File: config.mk
export PLATFORM = sky130hd
export DESIGN_NAME = gpio_bus_master
export DESIGN_NICKNAME = d
export VERILOG_FILES = /design/src/rtl/gpio_bus_master.sv
export SDC_FILE = /design/constraint.sdc
export NUM_CORES = 1
export LEC_CHECK = 0
export CELL_PAD_IN_SITES_DETAIL_PLACEMENT = 0
export CELL_PAD_IN_SITES_GLOBAL_PLACEMENT = 1
export CORE_MARGIN = 8
export CORE_UTILIZATION = 38
export DETAILED_ROUTE_END_ITERATION = 7
export HOLD_SLACK_MARGIN = 0.15
export PLACE_DENSITY = 0.8
export SLEW_MARGIN = 20
export SYNTH_ARGS = -nofsm -noshare
export SYNTH_HDL_FRONTEND = slang
export SYNTH_SLANG_ARGS = --single-unit
File: constraint.sdc
create_clock -name clk -period 2.9 [get_ports clk]
set_input_delay 0.435 -clock clk [delete_from_list [all_inputs] [get_ports clk]]
set_output_delay 0.435 -clock clk [all_outputs]
set_load 0.03 [all_outputs]
File: src/rtl/gpio_bus_master.sv
// gpio_bus_master: bus initiator for the gpio peripheral register interface.
//
// Takes one command at a time (write, single read, poll-until-match) over a
// valid/ready handshake, runs the corresponding sel/wen/addr/datain bus
// cycles, and returns read data plus status over a valid/ready response.
//
// Ports:
//   clk, rst        clock, synchronous active-high reset
//   cmd_valid/ready command handshake (ready only while idle)
//   cmd_op          00 write, 01 read, 10 poll, 11 reserved
//   cmd_addr        target register address
//   cmd_wdata       write data, or match value for poll
//   cmd_mask        poll compare mask
//   rsp_valid/ready response handshake
//   rsp_rdata       read data / last poll sample (0 for write and bad op)
//   rsp_status      00 ok, 01 poll timeout, 10 bad op
//   bus_sel/wen/addr/datain  to peripheral
//   bus_dataout     from peripheral
//   busy            high whenever not idle
module gpio_bus_master #(
  parameter int DW        = 16,
  parameter int AW        = 2,
  parameter int READ_HOLD = 1,
  parameter int POLL_GAP  = 4,
  parameter int POLL_MAX  = 256
) (
  input  logic          clk,
  input  logic          rst,
  input  logic          cmd_valid,
  output logic          cmd_ready,
  input  logic [1:0]    cmd_op,
  input  logic [AW-1:0] cmd_addr,
  input  logic [DW-1:0] cmd_wdata,
  input  logic [DW-1:0] cmd_mask,
  output logic          rsp_valid,
  input  logic          rsp_ready,
  output logic [DW-1:0] rsp_rdata,
  output logic [1:0]    rsp_status,
  output logic          bus_sel,
  output logic          bus_wen,
  output logic [AW-1:0] bus_addr,
  output logic [DW-1:0] bus_datain,
  input  logic [DW-1:0] bus_dataout,
  output logic          busy
);

  typedef enum logic [2:0] {IDLE, WRITE, READ, GAP, RESP} state_t;

  localparam logic [1:0] OP_WRITE = 2'b00;
  localparam logic [1:0] OP_READ  = 2'b01;
  localparam logic [1:0] OP_POLL  = 2'b10;

  localparam logic [1:0] ST_OK      = 2'b00;
  localparam logic [1:0] ST_TIMEOUT = 2'b01;
  localparam logic [1:0] ST_BADOP   = 2'b10;

  localparam int CW = $clog2(POLL_MAX + 1);
  localparam int GW = (POLL_GAP > 1) ? $clog2(POLL_GAP) : 1;
  localparam int HW = 4;

  localparam logic [CW-1:0] ATT_LAST  = CW'(POLL_MAX);
  localparam logic [GW-1:0] GAP_LAST  = GW'(POLL_GAP - 1);
  localparam logic [HW-1:0] HOLD_LAST = HW'(READ_HOLD);

  state_t        state;
  logic [1:0]    op_q;
  logic [AW-1:0] addr_q;
  logic [DW-1:0] wdata_q;
  logic [DW-1:0] mask_q;
  logic [HW-1:0] hold_cnt;
  logic [GW-1:0] gap_cnt;
  logic [CW-1:0] attempts;
  logic [CW-1:0] att_next;
  logic          hit;

  assign att_next = attempts + CW'(1);
  assign hit      = ((bus_dataout & mask_q) == (wdata_q & mask_q));

  // Command capture: datapath registers, loaded only on an accepted command.
  always_ff @(posedge clk) begin
    if (state == IDLE && cmd_valid && cmd_ready) begin
      op_q    <= cmd_op;
      addr_q  <= cmd_addr;
      wdata_q <= cmd_wdata;
      mask_q  <= cmd_mask;
    end
  end

  // Control FSM with registered bus and response outputs.
  always_ff @(posedge clk) begin
    if (rst) begin
      state      <= IDLE;
      cmd_ready  <= 1'b1;
      busy       <= 1'b0;
      bus_sel    <= 1'b0;
      bus_wen    <= 1'b0;
      bus_addr   <= '0;
      bus_datain <= '0;
      rsp_valid  <= 1'b0;
      rsp_rdata  <= '0;
      rsp_status <= ST_OK;
      hold_cnt   <= '0;
      gap_cnt    <= '0;
      attempts   <= '0;
    end else begin
      case (state)
        IDLE: begin
          if (cmd_valid) begin
            cmd_ready  <= 1'b0;
            busy       <= 1'b1;
            rsp_rdata  <= '0;
            rsp_status <= ST_OK;
            case (cmd_op)
              OP_WRITE: begin
                state      <= WRITE;
                bus_sel    <= 1'b1;
                bus_wen    <= 1'b1;
                bus_addr   <= cmd_addr;
                bus_datain <= cmd_wdata;
              end
              OP_READ, OP_POLL: begin
                state      <= READ;
                bus_sel    <= 1'b1;
                bus_wen    <= 1'b0;
                bus_addr   <= cmd_addr;
                bus_datain <= '0;
                hold_cnt   <= '0;
                attempts   <= '0;
              end
              default: begin
                // Reserved opcode: answer immediately, no bus activity.
                state      <= RESP;
                rsp_valid  <= 1'b1;
                rsp_status <= ST_BADOP;
              end
            endcase
          end
        end

        WRITE: begin
          bus_sel    <= 1'b0;
          bus_wen    <= 1'b0;
          bus_addr   <= '0;
          bus_datain <= '0;
          state      <= RESP;
          rsp_valid  <= 1'b1;
        end

        READ: begin
          if (hold_cnt == HOLD_LAST) begin
            // Last cycle of the read window: capture the sample.
            rsp_rdata <= bus_dataout;
            bus_sel   <= 1'b0;
            bus_addr  <= '0;
            if (op_q != OP_POLL) begin
              state     <= RESP;
              rsp_valid <= 1'b1;
            end else begin
              attempts <= att_next;
              if (hit) begin
                state     <= RESP;
                rsp_valid <= 1'b1;
              end else if (att_next == ATT_LAST) begin
                state      <= RESP;
                rsp_valid  <= 1'b1;
                rsp_status <= ST_TIMEOUT;
              end else begin
                state   <= GAP;
                gap_cnt <= '0;
              end
            end
          end else begin
            hold_cnt <= hold_cnt + HW'(1);
          end
        end

        GAP: begin
          if (gap_cnt == GAP_LAST) begin
            state    <= READ;
            bus_sel  <= 1'b1;
            bus_addr <= addr_q;
            hold_cnt <= '0;
          end else begin
            gap_cnt <= gap_cnt + GW'(1);
          end
        end

        RESP: begin
          // cmd_ready stays low on the handshake edge, so no back-to-back accept.
          if (rsp_ready) begin
            rsp_valid <= 1'b0;
            state     <= IDLE;
            busy      <= 1'b0;
            cmd_ready <= 1'b1;
          end
        end

        default: begin
          state     <= IDLE;
          busy      <= 1'b0;
          cmd_ready <= 1'b1;
          bus_sel   <= 1'b0;
          rsp_valid <= 1'b0;
        end
      endcase
    end
  end

endmodule

Word level (Yosys, flattened, before mapping)
Cells that the tools add are included. Widths: inputs -> output; s select.

Register bits after elaboration: 95. Output and inout bits: 41. Logic and storage cells: 138.

Add/subtract/negate cells: 3. Equality and inequality tests: 26. Muxes and demuxes: 64. Bitwise logic cells: 5. Reduce and logical (&&, ||, !) cells: 23.

Operators by type and width (number): $pmux 16 s2 (3); $mux 16 (3); $mux 9 (4); $and 16x16->16 (2); $mux 2 (15); $ne 2x2->1 const B (13); $mux 3 (7); $reduce_and 5->1 (4); $pmux 9 s2 (1); $reduce_and 6->1 (3); $eq 16x16->1 (1); $mux 4 (4); $mux 1 (15); $pmux 3 s5 (1); $pmux 4 s3 (1); $add 9x1->9 const B (1); $eq 9x9->1 const B (1); $reduce_and 3->1 (3); $pmux 2 s2 (2); $pmux 2 s4 (1); $eq 3x2->1 const B (2); $pmux 1 s3 (2); $pmux 3 s2 (1); $reduce_bool 2->1 (3); 22 further kinds (28).

Depth between registers and ports, before layout
Gate-level depths: netlist of run 1.

Word-level depth: 7. Depth in mapped cells: 8.

Worst setup path after synthesis of run 1
Ideal clock, no wire load.

Kind: register to register. Start: register state[1]. End: register addr_q[0], enable pin. Library setup time: 397 ps. Data arrival time: 1928 ps. Required time: 2503 ps. Slack: 575 ps. Stages on the path, launching flop included: 5. Path buffers: 1. Clock period less this slack: 2325 ps. Path through: dfxtp_1 -> buf_4 -> nor2b_1 -> nor3b_1 -> and2_1.

Longest elaborated chain between the ends: 3.

RTL lines: from (decl) (RTL line 65) `state_t state;`; from (signal assigned) (RTL line 92) `state <= IDLE;`; from (signal assigned) (RTL line 115) `state <= WRITE;`; from (signal assigned) (RTL line 122) `state <= READ;`; $logic_not 3->1 (RTL line 81) `if (state == IDLE && cmd_valid && cmd_ready) begin`; $logic_and 1x1->1 (2 in a row) (RTL line 81); to (signal assigned) (RTL line 83) `addr_q <= cmd_addr;`; to (decl) (RTL line 67) `logic [AW-1:0] addr_q;`.

No other way between the ends. A chain may end at the register's enable or synchronous reset.

Worst setup path after layout of run 1
Start: register hold_cnt[0]. End: register attempts[5].

Longest elaborated chain between the ends: 3.

RTL lines: from (decl) (RTL line 70) `logic [HW-1:0] hold_cnt;`; from (signal assigned) (RTL line 173) `hold_cnt <= hold_cnt + HW'(1);`; $eq 4x1->1 (RTL line 150) `if (hold_cnt == HOLD_LAST) begin`; $ne 2x2->1 (no line); $reduce_and 5->1 (no line); to (signal assigned) (RTL line 159) `attempts <= att_next;`; to (decl) (RTL line 72) `logic [CW-1:0] attempts;`.

No other way between the ends.

==> results of run 1 <==
## per-layer routing
layer / vias up / part of all wire, % / wire (µm) / GRT usage [%]
li1: 1538 / - / - / -
met1: 1470 / 41 / 4340 / 17.2
met2: 115 / 47 / 4960 / 24.3
met3: 14 / 9.7 / 1020 / 6.33
met4: 0 / 1.6 / 163 / 5.68
met5: - / 0 / 0 / 0
## through the flow
stage	cells	power [mW]	util, %	setup slack, ns	instance area, µm²
global route	604	3.22	51.6	0.379	5240
finish	604	3.07	51.6	0.553	5240
global placement	588	2.22	49.7	0.330	5040
detailed placement	588	2.23	49.7	0.275	5040
CTS	604	3.10	51.6	0.545	5240
floorplan	365	1.94	-	0.575	3910
## logic make-up (layout without fill, tap and decap cells)
group                      Yosys count  count (layout)  share of synthesized area, %
muxes                                1               1                         0.256
AOI/OAI and AO/OA                  102             102                          18.2
buffers and inverters               23             126                          2.53
xor gates and xnor gates            16              16                          3.58
DFF                                 95              95                          57.8
adders and majority gates            7               7                          2.24
and+or+nand+nor                    121             121                          15.4
## layout make-up
type                       count  area, µm²  area share, %
timing repair buffer         105       1040           19.8
clock inverter                 6       68.8           1.31
clock buffer                  10        128           2.44
sequential                    95       2260           43.2
inverter                       5       18.8          0.359
multi-input combinational    247       1550           29.6
tap                          136        170           3.25
## worst max-delay path, stage by stage, from the launching register on
cell      delay, ns
dfxtp_1        0.44
ha_1           0.19
or3b_4         0.42
a211oi_4       0.50
nand2_4        0.15
or4_1          0.43
a21oi_1        0.15
## sequential cells by signal, summed over array words and instances, names as in the netlist, 3 cells and up
| register | count |
|---|---|
| bus_datain | 16 |
| mask_q | 16 |
| rsp_rdata | 16 |
| wdata_q | 16 |
| attempts | 9 |
| hold_cnt | 4 |
| state | 3 |
## power by group through the flow
stage	Sequential [mW]	Clock (mW)	Combinational, mW
after floorplan	1.64	0	0.300
after global placement	1.58	0	0.637
after detailed placement	1.59	0	0.643
after CTS	1.56	0.898	0.645
after global routing	1.57	0.960	0.696
final	1.56	0.880	0.639
## Yosys cell counts, types with 2 or more instances
cell | count | area, µm²
nand3_1 | 4 | 20.0
nand4b_1 | 5 | 43.8
buf_2 | 4 | 20.0
xor2_1 | 16 | 140
o21ai_0 | 11 | 55.1
nor3_1 | 8 | 40.0
a211oi_1 | 5 | 37.5
nor2b_1 | 4 | 25.0
clkbuf_1 | 12 | 45.0
inv_1 | 5 | 18.8
nand4_1 | 2 | 12.5
o21a_1 | 3 | 22.5
o21ai_1 | 2 | 10.0
a22oi_1 | 41 | 308
dfxtp_1 | 59 | 1180
nor2_1 | 62 | 233
edfxtp_1 | 36 | 1080
a21oi_1 | 21 | 105
and3_1 | 2 | 12.5
nand3b_1 | 3 | 22.5
buf_4 | 2 | 15.0
nand2b_1 | 3 | 18.8
ha_1 | 7 | 87.6
a221oi_1 | 2 | 17.5
and2_1 | 2 | 12.5
nand2_1 | 13 | 48.8
nor3b_1 | 2 | 15.0
o21bai_1 | 2 | 15.0
o221a_2 | 2 | 22.5
## final timing paths
check | to | slack (ns)
worst max-delay path | attempts[5] | 0.55
worst min-delay path | bus_sel | 0.46
worst max register to register | attempts[5] | 0.55
worst min register to register | bus_sel | 0.46
==> results.yml, run 1 <==
power_and_ir_drop:
  sequential_power_share_pct: 50.6
  switching_share_pct: 29.3
  max-vdd-ir-drop_mv: 0.276
  share_clk_of_total_power_pct: 28.6
  power-per-cell-area_nw_per_um2: 587
  internal_power_mw: 2.17
  total_leakage_power_nw: 1.84
  pwr-share-comb_pct: 20.8
  total_switching_power_mw: 0.902
routing:
  drc: 0
  route.detailed.vias_per_inst: 5.19
  drt-wirelength-per-cell_um: 17.4
  postRouteAntennaNets: 0
  drt-pass1-iter-count: 5
  detailroute.via_count: 3137
  totalWireLength_mm: 10.5
  drt_iter0_drc: 131
clock_network:
  cts.reportedPaths.clkPinSlew_ns: 0.10
  clk_path_buf_depth: 2
  h_tree_level_count: 3
  cts_setup_buffers: 0
  cts_buf_count: 9
  clock_sinks: 95
  clock_tree.root_cell: "clkbuf_8"
  cts_hold_repair.buffers: 0
  clock_latency_at_the_later_pin_of_the_worst_skew_pair_ns: 0.36
  tritoncts: "built"
  post_cts.resized_instances: 0
setup_path:
  critical_path.startpoint_type: "register"
  critical_path_arrival_ns: 2.64
  critical_path.startpoint: "hold_cnt[0]"
  crit_fanout: 8
  r2r.worst_path.cells: 6
  worst-endpoint-required_ns: 3.19
  origin_of_the_critical_flop_to_flop_path: "hold_cnt[0]"
  timing.critical_path.to_type: "register"
  worstSetupPathType: "reg -> reg"
synth:
  ys_dominant_reg_cell: "dfxtp_1"
  yosysWarnings: 0
  syn-num-nets: 428
  synth.cell_area_um2: 3910
  synth_enable_flop_cells: 36
  synth.avg_cell_area_um2: 10.7
  post_synthesis_sequential_area_ratio_pct: 57.8
  yosys_register_bits: 95
  syn_inst: 365
  synth.distinct_cells: 54
  synth-async-reset-ratio_pct: 0
place:
  place_congestion: 0.838
  dp.final_hpwl_mm: 7.52
  portBuffers: 96
sta:
  worst_hold_slack_ns: 0.459
  slew-limit-headroom_pct: 48.0
  setup_violations: 0
  setup_repair_after_global_routing_missed_its_margin: "false"
  fin_skew_ns: 0.0116
  finalSetupTns_ns: 0
  max_freq_ghz: 0.426
  tmin_final_ns: 2.35
  post-route-period-util_pct: 80.9
  finalHoldViolCount: 0
  worst_slew_pin_slew_ns: 0.781
  count_of_pins_over_their_slew_limit: 0
layout:
  num-fill-cells: 902
  layout_commonest_cell: "clkdlybuf4s50_1"
  area_growth_syn_to_layout_pct: 33.8
  most-common-layout-cells: "clkdlybuf4s50_1, nor2_1, dfxtp_1"
  final_layout_size_suffix_gt1_share_pct: 7.91
  nNetsFinal: 526
  antenna_cells_inserted: 0
global_route:
  grtUsageTotal_pct: 15.0
  grt_pass1_wl_mm: 16.7
  global_route.overflow_total: 0
  via_count_of_the_first_global_routing_pass: 3213
  antenna_found_initial: 0
  maximum_number_of_pins_on_one_net_before_global_route_repair: 42
status:
  status: "completed"
floorplanning:
  fp.dieArea_um2: 13800
  core.rowCount: 37
  die_y_um: 117
  initial_utilization_pct: 38.6
  fp.dieW_um: 117
  io-pin-count: 97
  placeableCoreArea_um2: 10100
min_path:
  worstHoldStart: "bus_sel"
  worst_hold_path.num_cells: 2
  timing.hold.worst.class: "reg -> reg"
job:
  maxCapViolCount: 0
Power figures use the tool's default switching activity.
==> run 2, diff against run 1 <==
==> constraint.sdc (replaced) <==
create_clock -name clk -period 2.27 [get_ports clk]
set_input_delay 0.3405 -clock clk [delete_from_list [all_inputs] [get_ports clk]]
set_output_delay 0.3405 -clock clk [all_outputs]
set_load 0.03 [all_outputs]
==> run 2 against run 1 <==
Clock power is 43% higher. Sequential power is 27% higher. Cell count is 2.5% higher. Combinational power is 38% higher. Total power is 34% higher. Die area stayed put.
==> results.yml, run 2 (same netlist as run 1, synthesis figures left out) <==
job:
  maxCapViolCount: 0
clock_network:
  cts_hold_repair.buffers: 0
  clock_sinks: 95
  clock_latency_at_the_later_pin_of_the_worst_skew_pair_ns: 0.36
  cts_setup_buffers: 0
  h_tree_level_count: 3
  clock_tree.root_cell: "clkbuf_8"
  post_cts.resized_instances: 0
  clk_path_buf_depth: 2
  cts.reportedPaths.clkPinSlew_ns: 0.10
  tritoncts: "built"
  cts_buf_count: 9
setup_path:
  origin_of_the_critical_flop_to_flop_path: "hold_cnt[1]"
  crit_fanout: 7
  critical_path_arrival_ns: 2.43
  worstSetupPathType: "reg -> reg"
  critical_path.startpoint_type: "register"
  critical_path.startpoint: "hold_cnt[1]"
  worst-endpoint-required_ns: 2.56
  timing.critical_path.to_type: "register"
global_route:
  via_count_of_the_first_global_routing_pass: 3346
  maximum_number_of_pins_on_one_net_before_global_route_repair: 24
  antenna_found_initial: 0
  grtUsageTotal_pct: 15.1
  grt_pass1_wl_mm: 16.9
  global_route.overflow_total: 0
layout:
  most-common-layout-cells: "clkdlybuf4s50_1, nor2_1, dfxtp_1"
  sequential_cell_area_um2: 2260
  multiInputGateArea_um2: 1550
  final_layout_size_suffix_gt1_share_pct: 11.0
  area_growth_syn_to_layout_pct: 37.9
  layout_commonest_cell: "clkdlybuf4s50_1"
  antenna_cells_inserted: 0
  num-fill-cells: 909
  nNetsFinal: 541
place:
  portBuffers: 96
  dp.final_hpwl_mm: 7.87
  place_ws_ns: -0.0837
  place_congestion: 0.808
power_and_ir_drop:
  total_leakage_power_nw: 1.95
  power-per-cell-area_nw_per_um2: 764
  post-layout-total-power_mw: 4.12
  max-vdd-ir-drop_mv: 0.471
routing:
  totalWireLength_mm: 10.6
  drc: 0
  detailroute.via_count: 3243
  drt-wirelength-per-cell_um: 17.1
  drt_iter0_drc: 132
  route.detailed.vias_per_inst: 5.24
  drt-pass1-iter-count: 6
  postRouteAntennaNets: 0
min_path:
  timing.hold.worst.class: "in -> reg"
  worstHoldStart: "rst"
sta:
  fin_skew_ns: 0.0105
  worst_slew_pin_slew_ns: 0.502
  worst_hold_slack_ns: 0.413
  max_freq_ghz: 0.468
  slew-limit-headroom_pct: 66.3
  timing.final.ws_setup_ns: 0.131
  count_of_pins_over_their_slew_limit: 0
  tmin_final_ns: 2.14
  setup_violations: 0
  post-route-period-util_pct: 94.2
  finalHoldViolCount: 0
  setup_repair_after_global_routing_missed_its_margin: "false"
floorplanning:
  io-pin-count: 97
  core.rowCount: 37
  die_y_um: 117
  fp.dieArea_um2: 13800
  placeableCoreArea_um2: 10100
  initial_utilization_pct: 38.6
  fp.dieW_um: 117
status:
  status: "completed"
[run 2: power by group]
| part | internal [mW] | total, mW | switching (mW) |
|---|---|---|---|
| Clock | 0.665 | 1.26 | 0.598 |
| Combinational | 0.385 | 0.880 | 0.495 |
| Sequential | 1.92 | 1.98 | 0.0589 |
[run 2: layout make-up]
class | count | area share (%)
multi-input cells | 247 | 28.8
well taps | 136 | 3.15
flip-flops and latches | 95 | 41.9
clock inverters | 5 | 1.65
repair buffers | 120 | 21.5
clock buffers | 11 | 2.62
inverters | 5 | 0.348
[run 2: worst paths after layout]
kind                        end  slack [ns]  depth (start not counted)
hold reg to reg         bus_sel        0.47                          2
hold / removal    rsp_rdata[13]        0.41                          2
setup / recovery    attempts[5]        0.13                          7
setup reg to reg    attempts[5]        0.13                          7
[run 2: metal layers]
metal	up-vias	share of wire, %	global-route usage (%)
li1	1573	-	-
met1	1570	41	16.2
met2	87	48	25.7
met3	13	9.4	6.81
met4	0	1.4	5.84
met5	-	0	0
[run 2: through the flow]
stage,utilization [%],setup TNS [ns],area [µm²],cells
after CTS,53.2,0,5400,619
after floorplan,-,0,3910,365
after detailed placement,50.9,-0.146,5160,603
after global placement,50.9,-0.143,5160,603
final,53.2,0,5400,619
after global routing,53.2,0,5400,619
[run 2: critical path, cell delays in order, from the launching register on]
cell and delay (ns):
dfxtp_1 0.36, inv_1 0.07, ha_1 0.15, or3b_4 0.42, a211oi_4 0.38, nand2_4 0.13, or4_1 0.41, a21oi_1 0.14
